===== src/rtl/video_crop_pkg.sv =====
// Shared widths, FSM state type and configuration record for the vertical crop scheduler.
package video_crop_pkg;
  localparam int CROP_SIZE_W = 10;
  localparam int CROP_OFF_W  = 5;

  typedef enum logic [2:0] {IDLE, ARM, APPLY, RAMP, SETTLE} crop_state_t;

  typedef struct packed {
    logic        [CROP_SIZE_W-1:0] size;
    logic signed [CROP_OFF_W-1:0]  off;
  } crop_cfg_t;
endpackage


===== src/rtl/video_crop_sched_vs_edge.sv =====
// CE-qualified rising-edge detector on vertical sync; emits a one-cycle vs tick.
module vs_edge_ce (
  input  logic i_clk,
  input  logic i_rst,
  input  logic i_ce,
  input  logic i_vs,
  output logic o_tick
);
  logic r_old_vs;

  always_ff @(posedge i_clk or posedge i_rst) begin
    if (i_rst) begin
      r_old_vs <= 1'b0;
    end else if (i_ce) begin
      r_old_vs <= i_vs;
    end
  end

  assign o_tick = i_ce && i_vs && !r_old_vs;
endmodule


===== src/rtl/video_crop_sched.sv =====
// Frame-synchronous crop scheduler: arbitrates HPS/core requests, commits on vsync, ramps offset.
module video_crop_sched #(
  parameter bit          RAMP          = 1'b1,
  parameter int unsigned SETTLE_FRAMES = 2
) (
  input  logic                                  CLK_VIDEO,
  input  logic                                  RESET,
  input  logic                                  CE_PIXEL,
  input  logic                                  VGA_VS,
  input  logic                                  HPS_REQ,
  input  logic [video_crop_pkg::CROP_SIZE_W-1:0] HPS_SIZE,
  input  logic [video_crop_pkg::CROP_OFF_W-1:0]  HPS_OFF,
  output logic                                  HPS_ACK,
  input  logic                                  CORE_REQ,
  input  logic [video_crop_pkg::CROP_SIZE_W-1:0] CORE_SIZE,
  input  logic [video_crop_pkg::CROP_OFF_W-1:0]  CORE_OFF,
  output logic                                  CORE_ACK,
  output logic [video_crop_pkg::CROP_SIZE_W-1:0] CROP_SIZE,
  output logic [video_crop_pkg::CROP_OFF_W-1:0]  CROP_OFF,
  output logic                                  BUSY
);
  import video_crop_pkg::crop_state_t;
  import video_crop_pkg::crop_cfg_t;
  import video_crop_pkg::IDLE;
  import video_crop_pkg::ARM;
  import video_crop_pkg::APPLY;
  import video_crop_pkg::SETTLE;

  localparam logic [3:0] SETTLE_N = 4'(SETTLE_FRAMES);

  crop_state_t r_state, w_next_state;
  crop_cfg_t   r_tgt;
  logic [3:0]  r_cnt;
  logic        r_hps_ack, r_core_ack;
  logic [video_crop_pkg::CROP_SIZE_W-1:0] r_crop_size;
  logic [video_crop_pkg::CROP_OFF_W-1:0]  r_crop_off, w_off_nxt;
  logic        w_tick, w_grant_hps, w_grant_core, w_commit_size;
  logic        w_off_load, w_off_step, w_cnt_clr, w_cnt_inc;

  vs_edge_ce u_vs_edge (
    .i_clk  (CLK_VIDEO),
    .i_rst  (RESET),
    .i_ce   (CE_PIXEL),
    .i_vs   (VGA_VS),
    .o_tick (w_tick)
  );

  always_comb begin
    w_next_state  = r_state;
    w_grant_hps   = 1'b0;
    w_grant_core  = 1'b0;
    w_commit_size = 1'b0;
    w_off_load    = 1'b0;
    w_off_step    = 1'b0;
    w_cnt_clr     = 1'b0;
    w_cnt_inc     = 1'b0;
    w_off_nxt     = ($signed(r_crop_off) < $signed(r_tgt.off)) ? r_crop_off + 5'd1
                                                              : r_crop_off - 5'd1;
    case (r_state)
      IDLE: begin
        if (HPS_REQ) begin
          w_grant_hps  = 1'b1;
          w_next_state = ARM;
        end else if (CORE_REQ) begin
          w_grant_core = 1'b1;
          w_next_state = ARM;
        end
      end
      // A tick during the ACK cycle is ignored so a full frame separates grant and commit.
      ARM: begin
        if (w_tick && !(r_hps_ack || r_core_ack)) w_next_state = APPLY;
      end
      APPLY: begin
        w_commit_size = 1'b1;
        if (!RAMP || (r_crop_off == r_tgt.off)) begin
          w_off_load   = 1'b1;
          w_cnt_clr    = 1'b1;
          w_next_state = SETTLE;
        end else begin
          w_next_state = video_crop_pkg::RAMP;
        end
      end
      video_crop_pkg::RAMP: begin
        if (w_tick) begin
          w_off_step = 1'b1;
          if (w_off_nxt == r_tgt.off) begin
            w_cnt_clr    = 1'b1;
            w_next_state = SETTLE;
          end
        end
      end
      SETTLE: begin
        if (r_cnt == SETTLE_N)   w_next_state = IDLE;
        else if (w_tick)         w_cnt_inc    = 1'b1;
      end
      default: w_next_state = IDLE;
    endcase
  end

  always_ff @(posedge CLK_VIDEO or posedge RESET) begin
    if (RESET) begin
      r_state     <= IDLE;
      r_tgt       <= '0;
      r_cnt       <= '0;
      r_hps_ack   <= 1'b0;
      r_core_ack  <= 1'b0;
      r_crop_size <= '0;
      r_crop_off  <= '0;
    end else begin
      r_state    <= w_next_state;
      r_hps_ack  <= w_grant_hps;
      r_core_ack <= w_grant_core;
      if (w_grant_hps)       r_tgt <= '{size: HPS_SIZE,  off: HPS_OFF};
      else if (w_grant_core) r_tgt <= '{size: CORE_SIZE, off: CORE_OFF};
      if (w_commit_size)     r_crop_size <= r_tgt.size;
      if (w_off_load)        r_crop_off  <= r_tgt.off;
      else if (w_off_step)   r_crop_off  <= w_off_nxt;
      if (w_cnt_clr)         r_cnt <= '0;
      else if (w_cnt_inc)    r_cnt <= r_cnt + 4'd1;
    end
  end

  assign HPS_ACK   = r_hps_ack;
  assign CORE_ACK  = r_core_ack;
  assign CROP_SIZE = r_crop_size;
  assign CROP_OFF  = r_crop_off;
  assign BUSY      = (r_state != IDLE);
endmodule


===== config.mk =====
export PLATFORM = sky130hd
export DESIGN_NAME = video_crop_sched
export DESIGN_NICKNAME = d
export VERILOG_FILES = /design/src/rtl/video_crop_pkg.sv /design/src/rtl/video_crop_sched_vs_edge.sv /design/src/rtl/video_crop_sched.sv
export SDC_FILE = /design/constraint.sdc
export NUM_CORES = 1
export LEC_CHECK = 0
export BUFFER_PORTS_ARGS = -buffer_cell sky130_fd_sc_hd__clkbuf_2
export CAP_MARGIN = 20
export CORE_ASPECT_RATIO = 1.1
export CORE_MARGIN = 3
export CORE_UTILIZATION = 50
export DETAILED_ROUTE_END_ITERATION = 16
export PLACE_DENSITY = 0.75
export SLEW_MARGIN = 20
export SYNTH_ARGS = -nofsm -noshare
export SYNTH_HDL_FRONTEND = slang
export SYNTH_SLANG_ARGS = --single-unit

===== constraint.sdc =====
create_clock -name CLK_VIDEO -period 4.12 [get_ports CLK_VIDEO]
set_input_delay 0.206 -clock CLK_VIDEO [delete_from_list [all_inputs] [get_ports CLK_VIDEO]]
set_output_delay 0.206 -clock CLK_VIDEO [all_outputs]
set_load 0.01 [all_outputs]

# Word level (Yosys, flattened, before mapping)
# Cells that the tools add are included.
[word_totals]
input_bits = 36
wordCells = 67
regBits = 40
[classes]
n_mux = 30
n_lt_le_gt_ge = 1
n_reduce_logical = 12
add_sub_neg = 3
n_eq_ne = 12
[op_table]
columns = ["operator", "count"]
rows = [
  ["15-bit 2-to-1 mux", 2],
  ["3-bit 2-to-1 mux", 7],
  ["5-bit 2-to-1 mux", 3],
  ["3-bit one-hot mux with 5 select lines", 1],
  ["1-bit 2-to-1 mux", 14],
  ["5-bit == test", 2],
  ["4-bit 2-to-1 mux", 2],
  ["2-bit inequality test (second input constant)", 4],
  ["3-bit by 2-bit == test with 1-bit output (second input constant)", 2],
  ["2-bit nonzero test", 3],
  ["5-bit by 1-bit adder with 5-bit output (second input constant)", 1],
  ["5-bit < comparator", 1],
  ["5-bit AND reduction", 1],
  ["5-bit by 1-bit subtractor with 5-bit output (second input constant)", 1],
  ["4-bit by 1-bit adder with 4-bit output (second input constant)", 1],
  ["4-bit by 2-bit == test with 1-bit output (second input constant)", 1],
  ["3-bit by 1-bit == test with 1-bit output (second input constant)", 1],
  ["3-bit == test (second input constant)", 1],
  ["1-bit logical AND", 3],
  ["3-bit logical NOT", 1],
  ["3-bit inequality test (second input constant)", 1],
  ["3-bit nonzero test", 1],
  ["1-bit logical NOT", 2],
  ["1-bit one-hot mux with 2 select lines", 1],
  ["1-bit logical OR", 1],
]

# Depth between registers and ports, before layout
[depth]
depth_word = 7
ltp_mapped = 13

# Modules after synthesis
# A second synthesis with hierarchy kept.
[hier_totals]
cells_unflattened = 247
hier_area_um2 = 2338.5
[modules_own_cells]
columns = ["module", "seq_area_each_um2", "cells_each", "instances", "area_each_um2"]
rows = [
  ["video_crop_sched", 975.9, 243, 1, 2284.7],
  ["vs_edge_ce", 25.0, 4, 1, 53.8],
]

# Worst setup path before layout
# No wires, ideal clock.
[synth_path]
kind = "register to register"
from = "register r_crop_off (netlist bit CROP_OFF[4])"
to = "register r_state[2]"
setup_slack_ns = 1.030
arrival_ns = 2.959
required_time_ns = 3.989
synth_period_minus_slack_ns = 3.090
path_stages_with_launch = 13
cell_sequence = "dfrtp_1 ha_1 nor3b_4 a21o_4 nand2_1 xor2_1 ha_1 or2_1 and3b_1 a211oi_2 mux2i_1 a2111oi_4 or3_1"
[synth_between]
elab_chain_len = 5
[synth_rtl]
columns = ["element", "line", "text"]
rows = [
  ["start, declared", "video_crop_sched.sv:36", "logic [video_crop_pkg::CROP_OFF_W-1:0] r_crop_off, w_off_nxt;"],
  ["start signal, assigned", "video_crop_sched.sv:116", "if (w_off_load) r_crop_off <= r_tgt.off;"],
  ["start signal, assigned", "video_crop_sched.sv:117", "else if (w_off_step) r_crop_off <= w_off_nxt;"],
  ["5-bit by 1-bit subtractor with 5-bit output (tied with other cells)", "video_crop_sched.sv:58", ": r_crop_off - 5'd1;"],
  ["5-bit 2-to-1 mux", "video_crop_sched.sv:57", "w_off_nxt = ($signed(r_crop_off) < $signed(r_tgt.off)) ? r_crop_off + 5'd1"],
  ["5-bit == test", "video_crop_sched.sv:86", "if (w_off_nxt == r_tgt.off) begin"],
  ["2-bit inequality test (no source line)", "--", ""],
  ["5-bit AND reduction (no source line)", "--", ""],
  ["end signal, assigned", "video_crop_sched.sv:110", "r_state <= w_next_state;"],
  ["end, declared", "video_crop_sched.sv:31", "crop_state_t r_state, w_next_state;"],
]
# Parallel ways exist; a longest one is shown, timed or not.
# A chain may end at the register's enable or synchronous reset.

# Worst setup path after layout
[layout_path]
from = "register r_tgt[4] (netlist bit)"
to = "register r_state[2]"
[layout_between]
elab_chain_len = 5
[layout_rtl]
columns = ["element", "line", "text"]
rows = [
  ["start, declared", "video_crop_sched.sv:32", "crop_cfg_t r_tgt;"],
  ["start signal, assigned", "video_crop_sched.sv:113", "if (w_grant_hps) r_tgt <= '{size: HPS_SIZE, off: HPS_OFF};"],
  ["start signal, assigned", "video_crop_sched.sv:114", "else if (w_grant_core) r_tgt <= '{size: CORE_SIZE, off: CORE_OFF};"],
  ["5-bit < comparator", "video_crop_sched.sv:57", ""],
  ["5-bit 2-to-1 mux", "video_crop_sched.sv:57", ""],
  ["5-bit == test", "video_crop_sched.sv:86", ""],
  ["2-bit inequality test (no source line)", "--", ""],
  ["5-bit AND reduction (no source line)", "--", ""],
]
# Parallel ways exist; a longest one is shown, timed or not.

==> impl_metrics.py <==
metrics = {
    "power_and_ir_drop": {
        "p_leak_nw": 1.318,
        "power_mw": 1.640,
        "powerDensity_nw_per_um2": 603.6,
        "ir_drop_uv": 238.6,
    },
    "grt": {
        "grtUsageTotal": 0.1994,
        "grt_pass1_wl_mm": 8.673,
        "gr-total-overflow": 0,
        "grt_pass1_vias": 1902,
        "grt_max_degree": 41,
        "antenna_found_initial": 0,
    },
    "clocking": {
        "cts_resized": 0,
        "cts_htree_levels": 2,
        "clkSinkCount": 40,
        "cts_buffers": 5,
        "hold_buffers": 0,
        "post-cts-setup-buffer-count": 0,
        "cts_tree": "built",
        "cts_buffer_depth": 2,
        "clockRootBuffer": "clkbuf_8",
        "cts.clk_slew.worst_paths_ns": 0.08,
        "clock_latency_ns": 0.30,
    },
    "floorplanning": {
        "die_h_um": 76.92,
        "start_util": 0.5258,
        "num_rows": 25,
        "die-area_um2": 5420,
        "io_pins": 54,
        "core_um2": 4348,
        "die_w_um": 70.47,
    },
    "final_layout": {
        "antenna_cells": 0,
        "fill_cells": 369,
        "drive_above_1_share": 0.2976,
        "design_area_um2": 2716,
        "num-nets-final": 333,
        "area_growth_pct": 18.83,
    },
    "logic_synthesis": {
        "synthFlopType": "dfrtp_1",
        "netlist_instances": 235,
        "yosysSeqAreaShare": 0.4379,
        "synth_top_area_share": 0.4379,
        "ys_ff_latch": 40,
        "yosysWarnings": 0,
        "synth_top_area_cell": "dfrtp_1",
        "synth.most_common_cell": "dfrtp_1",
        "synth_nets": 280,
        "netlist_area_um2": 2286,
        "synth_commonest_cells": "dfrtp_1, nand2_1, o21ai_1, a31oi_1, and2_1",
        "synth-edff-count": 0,
        "yosysUniqueCellTypes": 48,
        "synth_area_leaders": "dfrtp_1, mux2_2, ha_1",
        "ys_async_sr_fraction": 1.000,
        "syn_area_per_cell_um2": 9.727,
    },
    "timing": {
        "finalMaxSlewViolations": 0,
        "min_period_over_period": 0.8044,
        "rsz0062_at_grt": "false",
        "fin_crit_ns": 3.314,
        "relSlewSlack": 0.5705,
        "setup_viol": 0,
        "max_freq_mhz": 301.7,
        "final.setup.tns_ns": 0,
        "hold_violations": 0,
        "fin_worst_skew_ns": 0.003129,
        "worstMarginPinSlew_ns": 0.6418,
    },
    "worst_hold_path": {
        "hold_class": "in -> async",
    },
    "job": {
        "drv_cap": 0,
    },
    "critical_path": {
        "crit_path_max_fanout": 5,
        "critical_path_arrival_ns": 3.49,
        "crit_required_ns": 4.30,
        "worst-setup-path-type": "reg -> reg",
        "start_kind": "flip-flop",
        "crit_path_end_kind": "flip-flop",
    },
    "outcome": {
        "status": "finished clean",
    },
    "drt": {
        "drt_iter0_drc": 94,
        "drt-pass1-iter-count": 4,
        "via_count": 1917,
        "ant_nets": 0,
        "drc_errors": 0,
        "drt_wl_total_mm": 4.780,
        "drt-wirelength-per-cell_um": 13.94,
        "via_per_inst": 5.589,
    },
    "placement": {
        "dpl_cell_area_um2": 2601,
        "port_buffers": 53,
        "gp_congestion": 0.9137,
        "hpwl_mm": 3.662,
    },
}
==> critical path, cell delays in order (launching register included) <==
cell and delay [ns]:
dfrtp_1 0.41, inv_1 0.08, ha_1 0.33, nor3b_4 0.18, a21o_4 0.24, nand2_1 0.11
xor2_1 0.16, ha_1 0.21, or2_1 0.14, and3b_1 0.19, a211oi_2 0.30, mux2i_1 0.37
a2111oi_4 0.11, or3_1 0.39
==> cells by family after synthesis <==
group | after synthesis | synth area share
and+or+nand+nor | 81 | 0.1888
AOI/OAI and AO/OA | 60 | 0.1812
DFF | 40 | 0.4379
buffers and inverters | 23 | 0.03941
muxes | 13 | 0.06295
xor gates and xnor gates | 9 | 0.04050
adders and majority gates | 9 | 0.04926
==> layer usage <==
metal	global-route usage	vias up	part of all wire
met4	0.07663	0	0.019
met5	0	-	0
met2	0.3268	64	0.48
met3	0.05505	8	0.069
met1	0.2483	899	0.43
li1	-	946	-
==> layout make-up <==
class                      instances  area, um2  share of cell area
clock buffer                       5      68.82             0.02533
clock inverter                     3      42.54             0.01566
inverter                          14      52.55             0.01935
multi-input combinational        172       1204              0.4431
sequential                        40       1001              0.3685
tap                               54      67.56             0.02487
timing repair buffer              55      280.3              0.1032
==> through the flow <==
step                      hold WS, ns  utilization  setup WS (ns)  std cells
after CTS                     0.03082       0.6239         0.7892        343
after detailed placement       0.3544       0.5983         0.8138        335
after global placement         0.3289       0.5983         0.9027        335
final                        0.009303       0.6247         0.8059        343
after floorplan                0.3576            -          1.030        235
after global routing          0.04894       0.6247         0.4963        343
==> final timing paths <==
check | startpoint | endpoint | slack, ns | depth (start not counted)
max | r_tgt[4] | r_state[2] | 0.81 | 13
min reg2reg | r_tgt[10] | r_tgt[10] | 0.49 | 2
max in group asynchronous | RESET | CROP_OFF[1] | 3.77 | 3
max reg2reg | r_tgt[4] | r_state[2] | 0.81 | 13
min in group CLK_VIDEO | VGA_VS | u_vs_edge.r_old_vs | 0.16 | 2
min | RESET | CORE_ACK | 0.009 | 3
==> cell usage in the layout, fill, tap and decap left out, drive strengths merged, types with 4 or more instances in the layout <==
cell type,synthesis,routed
mux2,11,11
nand2,24,24
a31oi,17,17
dfrtp,40,40
nor3,8,8
o21ai,22,22
and2,14,14
nor2,13,13
clkbuf,8,58
nor2b,4,4
inv,14,14
ha,9,9
xor2,5,5
==> registers in the layout, summed over array words and instances, names as in the netlist <==
| name | count |
|---|---|
| HPS_ACK | 1 |
| CROP_OFF | 5 |
| CROP_SIZE | 10 |
| CORE_ACK | 1 |
| r_cnt | 4 |
| r_tgt | 15 |
| u_vs_edge.r_old_vs | 1 |
| r_state | 3 |
==> power breakdown <==
group / internal (mW) / switching, mW / leakage (nW)
logic: 0.375 / 0.414 / 0.753
clock network: 0.179 / 0.141 / 0.0541
registers: 0.461 / 0.0692 / 0.511
No activity file was read; power rests on OpenSTA's default activity.
